$ cat src/rtl/mbist_march_ctrl_if.sv
// Memory-under-test port bundle: the BIST controller is master, the memory is slave.
interface mbist_march_ctrl_if #(
  parameter int DATA_WIDTH = 8,
  parameter int ADDR_WIDTH = 4
);
   logic                  mem_write_read;
   logic [ADDR_WIDTH-1:0] mem_address;
   logic [DATA_WIDTH-1:0] mem_wdata;
   logic [DATA_WIDTH-1:0] mem_rdata;

   modport master (
      output mem_write_read,
      output mem_address,
      output mem_wdata,
      input  mem_rdata
   );

   modport slave (
      input  mem_write_read,
      input  mem_address,
      input  mem_wdata,
      output mem_rdata
   );
endinterface

$ cat src/rtl/mbist_march_ctrl.sv
// March C- BIST sequencer for a single-port synchronous memory with two-cycle read latency.
// Records the first mismatch and counts all mismatches with a saturating counter.
module mbist_march_ctrl #(
   parameter int DATA_WIDTH = 8,
   parameter int ADDR_WIDTH = 4,
   parameter int LAST_ADDR  = 15,
   parameter int ERR_WIDTH  = 8
) (
   input  logic                  clk,
   input  logic                  rst_n,
   input  logic                  start,
   mbist_march_ctrl_if.master    mem,
   output logic                  busy,
   output logic                  done,
   output logic                  fail,
   output logic [ADDR_WIDTH-1:0] fail_addr,
   output logic [DATA_WIDTH-1:0] fail_expected,
   output logic [DATA_WIDTH-1:0] fail_data,
   output logic [ERR_WIDTH-1:0]  err_count
);

   typedef enum logic [1:0] {IDLE, RUN, DRAIN, DONE} state_t;

   localparam logic [ADDR_WIDTH-1:0] LAST = ADDR_WIDTH'(LAST_ADDR);
   localparam logic [DATA_WIDTH-1:0] ONES = '1;

   function automatic logic [ERR_WIDTH-1:0] sat_inc(input logic [ERR_WIDTH-1:0] v);
      return (v == '1) ? v : v + ERR_WIDTH'(1);
   endfunction

   state_t                state_q, state_d;
   logic [2:0]            elem_q, elem_d;
   logic                  op_q, op_d;
   logic [ADDR_WIDTH-1:0] addr_q, addr_d;
   logic [1:0]            drain_q, drain_d;
   logic                  clr;

   logic                  run, op_wr, last_op, down, addr_end;
   logic [DATA_WIDTH-1:0] op_data;

   logic                  wr_p0, rd_p0, vld_p1, vld_p2;
   logic [ADDR_WIDTH-1:0] addr_p0, addr_p1, addr_p2;
   logic [DATA_WIDTH-1:0] exp_p0, exp_p1, exp_p2;
   logic                  mism;

   // Op decode: op 0 of E1..E5 is a read, everything else writes.
   // Reads of E2/E4 expect ones; writes of E1/E3 store ones.
   assign run      = (state_q == RUN);
   assign op_wr    = (elem_q == 3'd0) || op_q;
   assign op_data  = op_wr ? (((elem_q == 3'd1) || (elem_q == 3'd3)) ? ONES : '0)
                           : (((elem_q == 3'd2) || (elem_q == 3'd4)) ? ONES : '0);
   assign last_op  = ((elem_q == 3'd0) || (elem_q == 3'd5)) ? 1'b1 : op_q;
   assign down     = (elem_q >= 3'd3);
   assign addr_end = down ? (addr_q == '0) : (addr_q == LAST);

   always_ff @(posedge clk or negedge rst_n) begin
      if (!rst_n) begin
         state_q <= IDLE;
         elem_q  <= '0;
         op_q    <= 1'b0;
         addr_q  <= '0;
         drain_q <= '0;
      end else begin
         state_q <= state_d;
         elem_q  <= elem_d;
         op_q    <= op_d;
         addr_q  <= addr_d;
         drain_q <= drain_d;
      end
   end

   always_comb begin
      state_d       = state_q;
      elem_d        = elem_q;
      op_d          = op_q;
      addr_d        = addr_q;
      drain_d       = drain_q;
      clr           = 1'b0;
      busy          = 1'b0;
      done          = 1'b0;
      mem.mem_wdata = (run && op_wr) ? op_data : '0;
      case (state_q)
         IDLE, DONE: begin
            done = (state_q == DONE);
            if (start) begin
               state_d = RUN;
               elem_d  = '0;
               op_d    = 1'b0;
               addr_d  = '0;
               clr     = 1'b1;
            end
         end
         RUN: begin
            busy = 1'b1;
            if (!last_op) begin
               op_d = 1'b1;
            end else if (!addr_end) begin
               op_d   = 1'b0;
               addr_d = down ? addr_q - ADDR_WIDTH'(1) : addr_q + ADDR_WIDTH'(1);
            end else if (elem_q == 3'd5) begin
               state_d = DRAIN;
               drain_d = '0;
            end else begin
               elem_d = elem_q + 3'd1;
               op_d   = 1'b0;
               addr_d = (elem_q >= 3'd2) ? LAST : '0;
            end
         end
         DRAIN: begin
            busy = 1'b1;
            if (drain_q == 2'd2) state_d = DONE;
            else                 drain_d = drain_q + 2'd1;
         end
         default: state_d = IDLE;
      endcase
   end

   // Command stage: write/read and address trail the write data by one cycle
   always_ff @(posedge clk or negedge rst_n) begin
      if (!rst_n) begin
         wr_p0   <= 1'b0;
         rd_p0   <= 1'b0;
         addr_p0 <= '0;
         exp_p0  <= '0;
      end else begin
         wr_p0   <= run && op_wr;
         rd_p0   <= run && !op_wr;
         addr_p0 <= run ? addr_q : '0;
         exp_p0  <= run ? op_data : '0;
      end
   end

   assign mem.mem_write_read = wr_p0;
   assign mem.mem_address    = addr_p0;

   // Read alignment stages p1/p2 match the memory's two-cycle read latency
   always_ff @(posedge clk or negedge rst_n) begin
      if (!rst_n) begin
         vld_p1  <= 1'b0;
         addr_p1 <= '0;
         exp_p1  <= '0;
         vld_p2  <= 1'b0;
         addr_p2 <= '0;
         exp_p2  <= '0;
      end else begin
         vld_p1  <= rd_p0;
         addr_p1 <= addr_p0;
         exp_p1  <= exp_p0;
         vld_p2  <= vld_p1;
         addr_p2 <= addr_p1;
         exp_p2  <= exp_p1;
      end
   end

   assign mism = vld_p2 && (mem.mem_rdata != exp_p2);

   // Compare stage: first mismatch is captured, later ones only counted
   always_ff @(posedge clk or negedge rst_n) begin
      if (!rst_n) begin
         fail          <= 1'b0;
         fail_addr     <= '0;
         fail_expected <= '0;
         fail_data     <= '0;
         err_count     <= '0;
      end else if (clr) begin
         fail          <= 1'b0;
         fail_addr     <= '0;
         fail_expected <= '0;
         fail_data     <= '0;
         err_count     <= '0;
      end else if (mism) begin
         err_count <= sat_inc(err_count);
         if (!fail) begin
            fail          <= 1'b1;
            fail_addr     <= addr_p2;
            fail_expected <= exp_p2;
            fail_data     <= mem.mem_rdata;
         end
      end
   end

endmodule
$ cat src/flat_wrapper.sv
// flat-port wrapper written by rule: the top's interface ports become plain ports
module mbist_march_ctrl_flat 
#(
   parameter int DATA_WIDTH = 8,
   parameter int ADDR_WIDTH = 4,
   parameter int LAST_ADDR  = 15,
   parameter int ERR_WIDTH  = 8
)
  (clk, rst_n, start, busy, done, fail, fail_addr, fail_expected, fail_data, err_count, mem_mem_write_read, mem_mem_address, mem_mem_wdata, mem_mem_rdata);
  mbist_march_ctrl_if #(.DATA_WIDTH(DATA_WIDTH), .ADDR_WIDTH(ADDR_WIDTH)) mem_i ();
  input  logic clk;
  input  logic rst_n;
  input  logic start;
  output logic busy;
  output logic done;
  output logic fail;
  output logic [ADDR_WIDTH-1:0] fail_addr;
  output logic [DATA_WIDTH-1:0] fail_expected;
  output logic [DATA_WIDTH-1:0] fail_data;
  output logic [ERR_WIDTH-1:0] err_count;
  output wire logic [$bits(mem_i.mem_write_read)-1:0] mem_mem_write_read;
  output wire logic [$bits(mem_i.mem_address)-1:0] mem_mem_address;
  output wire logic [$bits(mem_i.mem_wdata)-1:0] mem_mem_wdata;
  input wire logic [$bits(mem_i.mem_rdata)-1:0] mem_mem_rdata;
  assign mem_mem_write_read = mem_i.mem_write_read;
  assign mem_mem_address = mem_i.mem_address;
  assign mem_mem_wdata = mem_i.mem_wdata;
  assign mem_i.mem_rdata = mem_mem_rdata;
  mbist_march_ctrl #(.DATA_WIDTH(DATA_WIDTH), .ADDR_WIDTH(ADDR_WIDTH), .LAST_ADDR(LAST_ADDR), .ERR_WIDTH(ERR_WIDTH)) u_core (.clk(clk), .rst_n(rst_n), .start(start), .mem(mem_i), .busy(busy), .done(done), .fail(fail), .fail_addr(fail_addr), .fail_expected(fail_expected), .fail_data(fail_data), .err_count(err_count));
endmodule
$ cat config.mk
export PLATFORM = sky130hd
export DESIGN_NAME = mbist_march_ctrl_flat
export DESIGN_NICKNAME = d
export VERILOG_FILES = /design/src/rtl/mbist_march_ctrl_if.sv /design/src/rtl/mbist_march_ctrl.sv /design/src/flat_wrapper.sv
export SDC_FILE = /design/constraint.sdc
export NUM_CORES = 1
export LEC_CHECK = 0
export ABC_AREA = 0
export BUFFER_PORTS_ARGS = -buffer_cell sky130_fd_sc_hd__buf_2
export CAP_MARGIN = 40
export CORE_ASPECT_RATIO = 1.5
export CORE_UTILIZATION = 54
export CTS_CLUSTER_DIAMETER = 40
export DETAILED_ROUTE_END_ITERATION = 8
export HOLD_SLACK_MARGIN = 0.1
export PLACE_DENSITY = 0.88
export SETUP_SLACK_MARGIN = 0.4
export SYNTH_ARGS = -nofsm -noshare
export SYNTH_HDL_FRONTEND = slang
export SYNTH_SLANG_ARGS = --single-unit
$ cat constraint.sdc
create_clock -name clk -period 3.6 [get_ports clk]
set_clock_uncertainty 0.05 [all_clocks]
set_input_delay 0.9 -clock clk [delete_from_list [all_inputs] [get_ports clk]]
set_output_delay 0.9 -clock clk [all_outputs]
set_load 0.005 [all_outputs]
# [Word level (Yosys, flattened, before mapping)]
# Cells that the tools add are included.
[op_classes] n_addsub=5 multipliers=0 div=0 order_cmp=2 eq_ne=23 shift=0 mux=54 bitwise_logic=0 reduce_logical=23
[ops] op="$mux 8" count=14
[ops] op="$mux 4" count=10
[ops] op="$mux 2" count=9
[ops] op="$reduce_and 5->1" count=3
[ops] op="$ne 2x2->1 const B" count=7
[ops] op="$mux 1" count=12
[ops] op="$mux 3" count=4
[ops] op="$add 8x1->8 const B" count=1
[ops] op="$eq 8x8->1 const B" count=1
[ops] op="$ne 8x8->1" count=1
[ops] op="$pmux 4 s2" count=1
[ops] op="$eq 2x2->1 const B" count=3
[ops] op="$eq 3x2->1 const B" count=2
[ops] op="$eq 3x3->1 const B" count=2
[ops] op="$ge 3x2->1 const B" count=2
[ops] op="$pmux 2 s3" count=1
[ops] op="$pmux 3 s2" count=1
[ops] op="$reduce_bool 2->1" count=3
[ops] op="$add 4x1->4 const B" count=1
[ops] op="$eq 4x4->1 const B" count=1
[ops] op="$logic_not 4->1" count=1
[ops] op="$logic_or 1x1->1" count=4
[ops] op="$ne 2x1->1 const B" count=2
[ops] op="$ne 4x4->1 const B" count=1
[ops] op="16 further kinds" count=20
[totals] regBits=81 latch_bits=0 mem_bits_rw=0 rom_bits=0 output_inout_bits=44 elab_cells=127 n_memories=0

# [Logic depth before layout (Yosys ltp)]
# Gate-level depths: netlist of the first run.
[depth] depth_word=6 mapped_depth=11 depth_no_buf=10

# [Least setup slack after synthesis of the first run]
# OpenSTA, ideal clock, no wires.
[synth_path] path_kind="register to output" startpoint="reg u_core.elem_q[0]" endpoint="out mem_mem_wdata[1]" arrival_time_ps=1722 required_time_ps=2650 slack_ps=928 stages_incl_launch_ff=9 path_cell_list="dfrtp_1 inv_1 ha_1 nor2_1 mux2i_1 o22ai_1 and2_1 nor2b_1 buf_4"
[synth_between] elab_chain_cells=5 elab_cells_between_ends=13 cone_classes="eq/ne: 4; mux: 4; reduce/logical: 5"
[synth_rtl] element="start: declaration" line_no="mbist_march_ctrl.sv:32" rtl="logic [2:0] elem_q, elem_d;"
[synth_rtl] element="start signal: assignment" line_no="mbist_march_ctrl.sv:65" rtl="elem_q <= elem_d;"
[synth_rtl] element="$eq 3x2->1 (tied with other cells)" line_no="mbist_march_ctrl.sv:51" rtl=": (((elem_q == 3'd2) || (elem_q == 3'd4)) ? ONES : '0);"
[synth_rtl] element="$logic_or 1x1->1 (on tied branches)" line_no="mbist_march_ctrl.sv:51, mbist_march_ctrl.sv:50"
[synth_rtl] element="$mux 8 (on tied branches)" line_no="mbist_march_ctrl.sv:51, mbist_march_ctrl.sv:50"
[synth_rtl] element="$mux 8" line_no="mbist_march_ctrl.sv:50" rtl="assign op_data = op_wr ? (((elem_q == 3'd1) || (elem_q == 3'd3)) ? ONES : '0)"
[synth_rtl] element="$mux 8 (*)" line_no="mbist_march_ctrl.sv:81" rtl="mem.mem_wdata = (run && op_wr) ? op_data : '0;"
[synth_rtl] element="end: declaration" line_no="flat_wrapper.sv:23" rtl="output wire logic [$bits(mem_i.mem_wdata)-1:0] mem_mem_wdata;"
# Every way passes the cells marked *; elsewhere a longest branch is shown, timed or not.

# [Final worst setup path of the first run]
[layout_path] startpoint="reg u_core.elem_q[0]" endpoint="out mem_mem_wdata[4]"
# The elaborated chain is that of the path after synthesis.

==> impl_metrics.json, run 1 <==
{
  "finalCriticalPeriod_ps": 2940,
  "yosysTopAreaCell": "dfrtp_1",
  "relSlewSlack_pct": 57.2,
  "synth_most_common_cell": "dfrtp_1",
  "vias": 1897,
  "async_reset_ff_share_pct": 100,
  "ys_warn_count": 0,
  "tightest_slew_ps": 642,
  "clk_path_buf_depth": 2,
  "multi_input_area_um2": 1120,
  "leakage_uw": 0.00156,
  "ys.flop_type": "dfrtp_1",
  "htreeDepth": 2,
  "hp-class": "reg -> reg",
  "maxCapViolCount": 0,
  "hold_viol_final": 0,
  "drc": 0,
  "path_buf_inv": 2,
  "wl_per_cell_um": 13.4,
  "p_per_area_nw_per_um2": 407,
  "whs_ps": 306,
  "cts_setup_buffers": 0,
  "crit_required_ps": 2650,
  "max_freq_mhz": 340,
  "endpoint_kind": "output port",
  "final_nets": 307,
  "slew_violations": 0,
  "synth-seq-cells": 53,
  "fp.dieH_um": 87.5,
  "ios": 55,
  "crit_arrival_ps": 1990,
  "rsz0062_at_grt": "no",
  "diodes": 0,
  "n_fill_cell": 367,
  "slowest_stage": "dfrtp_1",
  "gp_congestion": 0.892,
  "seqCellArea_um2": 1330,
  "antenna_found_initial": 0,
  "wirelength_um": 4650,
  "start_kind": "flip-flop",
  "cts_root_buf": "clkbuf_8",
  "synthesis.area_um2": 2630,
  "drive_gt1_share_pct": 26.1,
  "crit_path_cell_trace": "inv_1, ha_1, nor2_1, mux2i_1, o22ai_1, and2_1, nor2b_4, buf_2",
  "syn-num-nets": 264,
  "hold_buffers": 0,
  "syn_area_per_cell_um2": 11.0,
  "area_delta_synth_final_pct": 12.3,
  "grt_pass1_wl_um": 7520,
  "grt-ovfl-total": 0,
  "core_um2": 4620,
  "finalSetupViolCount": 0,
  "cts.sinks": 53,
  "antenna_left": 0,
  "fin_setup_tns_ps": 0,
  "grt_pass1_vias": 1811,
  "ys_seq_area_share_pct": 50.4,
  "yosysUniqueCellTypes": 46,
  "drt_iter0_drc": 114,
  "dieArea_um2": 5160,
  "cts_tree": "built",
  "ys_top_cells_by_count": "dfrtp_1, nor2_1, mux2i_1, buf_4",
  "first_pass_iters": 4,
  "num_rows": 30,
  "grtUsageTotal_pct": 19.5,
  "clkLatencyLatePin_ps": 310,
  "detail_route.vias_per_cell": 5.47,
  "synth_edf_count": 0,
  "slowest_delay_ps": 450,
  "finalCritPeriodShare_pct": 81.8,
  "dp_hpwl_um": 3460,
  "syn_inst": 239,
  "initial_core_util_pct": 57.0,
  "path_class": "reg -> out",
  "synth_top_area_share_pct": 50.4,
  "port_buffers": 54,
  "cts_made_buffers": 5,
  "grt_max_degree": 54,
  "ir_worst_vdd_uv": 202,
  "synth_area_leaders": "dfrtp_1, mux2i_1, ha_1",
  "die_w_um": 59.0,
  "cp_top_family": "simple AND/OR/NAND/NOR gates",
  "status": "completed",
  "crit_path_max_fanout": 8,
  "clk_pin_slew_ps": 100
}
cell type report:
type	count	share of cell area, %
sequential	53	44.9
clock inverter	2	0.550
timing repair buffer	57	9.90
tap	64	2.71
multi-input combinational	154	37.8
clock buffer	6	2.79
inverter	11	1.40
path summary, 6_finish.rpt:
| kind | slack [ps] | endpoint | cells past startpoint | startpoint |
|---|---|---|---|---|
| worst max-delay path | 660 | mem_mem_wdata[4] | 8 | u_core.elem_q[0] |
| worst min register to register | 310 | u_core.addr_p2[3] | 0 | u_core.addr_p1[3] |
| worst min-delay path | 310 | u_core.addr_p2[3] | 0 | u_core.addr_p1[3] |
| max in group asynchronous | 2430 | u_core.drain_q[0] | 2 | rst_n |
| min in group asynchronous | 640 | u_core.fail_data[0] | 2 | rst_n |
| worst max register to register | 800 | u_core.addr_q[3] | 10 | u_core.elem_q[0] |
registers in the layout, summed over array words and instances (netlist names):
register,count
u_core.drain_q,2
u_core.rd_p0,1
u_core.fail_data,8
u_core.op_q,1
u_core.vld_p2,1
u_core.exp_p1,1
u_core.addr_p1,4
u_core.addr_p2,4
u_core.mem.mem_write_read,1
u_core.exp_p0,1
u_core.state_q,2
u_core.fail_addr,4
u_core.err_count,8
u_core.elem_q,3
u_core.fail_expected,1
u_core.vld_p1,1
u_core.addr_q,4
u_core.exp_p2,1
u_core.mem.mem_address,4
u_core.fail,1
logic make-up after synthesis:
family	count (synthesis)	synth area share (%)
simple gates	78	15.0
flops	53	50.4
compound gates	35	10.2
buf+inv	32	7.46
mux	19	7.32
fa+ha+maj	14	6.94
xor+xnor	8	2.66
power breakdown:
part	internal (µW)	switching [µW]	leakage, µW
Combinational	83.6	88.2	0.000881
Sequential	632	41.8	0.000631
Clock	159	199	0.0000478
through the flow:
| step | util (%) | setup WS (ps) | cell area, µm² | instances | total power, µW |
|---|---|---|---|---|---|
| 6_report | 64.0 | 656 | 2960 | 347 | 1200 |
| 5_1_grt | 64.0 | 498 | 2960 | 347 | 1270 |
| 4_1_cts | 63.9 | 464 | 2950 | 347 | 1210 |
| 3_5_place_dp | 61.7 | 611 | 2850 | 339 | 858 |
| 3_3_place_gp | 61.7 | 672 | 2850 | 339 | 851 |
| 2_1_floorplan | - | 928 | 2630 | 239 | 781 |
placed cells by master, fill, tap and decap left out, types with 2 or more instances in the layout:
cell and instances:
xnor2_1 7, and2_1 8, nand3_1 2, inv_1 11, nor2b_1 2, and3_1 2, a22o_1 8, ha_1 13
o31ai_1 3, nor2_1 29, mux2i_1 17, a21o_1 4, a21oi_1 3, or3_1 2, buf_4 3, buf_2 54
nor3_1 7, nand4_1 4, mux2_2 2, clkbuf_8 6, o21ai_0 5, nand2_1 13, dfrtp_1 53
per-layer routing:
layer	global-route usage (%)	routed length [µm]
met3	2.38	168
met2	37.9	2550
met1	19.2	1800
met4	10.6	129
met5	0	0
repair_timing:
item                                    4_1_cts  5_1_grt
endpoints found under the setup margin        0        8
resized for setup                             0        2
endpoints found under the hold margin         0        0
Note: power is estimated with default switching activity, not from simulation.
==> inputs of run 2 (changes only) <==
CORE_UTILIZATION = 49   (was 54)
PLACE_DENSITY = 0.85   (was 0.88)
clock period = 2.5 ns   (was 3.6 ns; I/O delays follow)
==> impl_metrics.json, run 2 (same netlist as run 1, synthesis figures left out) <==
{
  "status": "finished, violations left",
  "violations": "negative setup slack",
  "grt-ovfl-total": 0,
  "fp.dieH_um": 91.8,
  "grt_pass1_wl_um": 8190,
  "dieArea_um2": 5680,
  "slowest_delay_ps": 440,
  "gp_congestion": 0.814,
  "htreeDepth": 2,
  "finalCriticalPeriod_ps": 2550,
  "relSlewSlack_pct": 59.2,
  "endpoint_kind": "flip-flop",
  "dp_hpwl_um": 3520,
  "clk_path_buf_depth": 2,
  "fin_ws_ps": -45.5,
  "crit_path_max_fanout": 4,
  "drc": 0,
  "hp-class": "in -> async",
  "startpoint": "u_core.elem_q[1]",
  "crit_required_ps": 2640,
  "cts_made_buffers": 5,
  "diodes": 0,
  "crit_top_cell": "ha_4",
  "grtUsageTotal_pct": 19.4,
  "p_per_area_nw_per_um2": 543,
  "clkLatencyLatePin_ps": 310,
  "reg2reg_slack_ps": -50,
  "top_regs": "u_core.err_count: 8 flops, u_core.fail_data: 8 flops",
  "tightest_slew_ps": 602,
  "drt_iter0_drc": 112,
  "cts_root_buf": "clkbuf_8",
  "preCtsSetupSlack_ps": 140,
  "p_total_uw": 1810,
  "leakage_uw": 0.00169,
  "grt_pass1_vias": 1845,
  "num_rows": 32,
  "grt_max_degree": 30,
  "port_buffers": 54,
  "rsz0062_at_grt": "yes",
  "crit_arrival_ps": 2690,
  "fin_util_pct": 64.4,
  "wl_per_cell_um": 14.5,
  "start_kind": "flip-flop",
  "maxCapViolCount": 0,
  "r2r-start": "u_core.elem_q[1]",
  "core_um2": 5160,
  "clk_pin_slew_ps": 90,
  "whs_ps": 253,
  "hold_viol_final": 0,
  "die_w_um": 61.8,
  "r2r_end": "u_core.addr_q[3]",
  "slowest_stage": "dfrtp_2",
  "ios": 55,
  "path_class": "reg -> reg",
  "mostFrequentLayoutCell": "buf_2",
  "final_nets": 328,
  "max_freq_mhz": 393,
  "cts_tree": "built",
  "wirelength_um": 5410,
  "hold_buffers": 0,
  "detail_route.vias_per_cell": 5.31,
  "cts.sinks": 53,
  "antenna_found_initial": 0,
  "first_pass_iters": 4,
  "final_cell_mix": "buf_2, dfrtp_1, nor2_1",
  "crit_path_cell_trace": "buf_6, ha_4, ha_4, a211oi_4, inv_2, ha_4, a21o_1, a21oi_2, xnor2_2, o21ai_1, a221o_1",
  "initial_core_util_pct": 51.0,
  "slew_violations": 0,
  "crit_end": "u_core.addr_q[3]",
  "r2r_cells": 11,
  "ir_worst_vdd_uv": 308,
  "drive_gt1_share_pct": 39.5,
  "area_delta_synth_final_pct": 26.3,
  "antenna_left": 0,
  "finalCritPeriodShare_pct": 102,
  "vias": 1977,
  "finalSetupViolCount": 1
}
==> run 2: through the flow <==
| stage | setup TNS [ps] | std cells | area (µm²) |
|---|---|---|---|
| 2_1_floorplan | 0 | 239 | 2710 |
| 3_3_place_gp | 0 | 349 | 2980 |
| 3_5_place_dp | 0 | 349 | 2980 |
| 4_1_cts | 0 | 368 | 3200 |
| 5_1_grt | -648 | 372 | 3330 |
| 6_report | -45.5 | 372 | 3330 |
==> run 2: what timing repair did <==
action,4_1_cts,5_1_grt
setup endpoints to repair,12,20
pin swaps,6,15
buffers inserted,11,4
resized for setup,7,22
==> run 2: worst min path at each step <==
stage,startpoint,to,slack (ps),depth (start not counted)
4_1_cts,rst_n,u_core.addr_q[0],270,1
6_report,rst_n,u_core.fail_data[1],250,1
3_5_place_dp,u_core.vld_p1,u_core.vld_p2,280,0
2_1_floorplan,rst_n,u_core.addr_p1[0],280,0
3_3_place_gp,u_core.addr_p1[1],u_core.addr_p2[1],280,0
5_1_grt,rst_n,u_core.addr_q[0],300,1
==> run 2: layer usage <==
layer	vias up	wire length (µm)	track usage, %
li1	937	-	-
met1	962	2240	22.9
met2	67	2850	33.7
met3	11	205	2.96
met4	0	110	7.59
met5	-	0	0
==> run 2: critical path, delay by kind of cell (launching register included) <==
family / cells / cell delay (ps)
AO/OA/AOI/OAI: 5 / 1040
XOR/XNOR: 1 / 150
adder cells (fa/ha/maj): 3 / 530
buffers and inverters: 2 / 230
flip-flops: 1 / 440
==> run 2: final cells by class <==
cell class                      count  area [µm²]
Multi-Input combinational cell    154        1260
Fill cell                         386        1840
Timing Repair Buffer               78         494
Sequential cell                    53        1330
Clock inverter                      2        38.8
Tap cell                           68        85.1
Clock buffer                        6        72.6
Inverter                           11        43.8
==> run 2: where the power goes <==
group	internal, µW	leakage (µW)	switching [µW]	total, µW
clock network	301	0.0000554	284	585
registers	910	0.000625	65.8	975
logic	123	0.00101	122	245
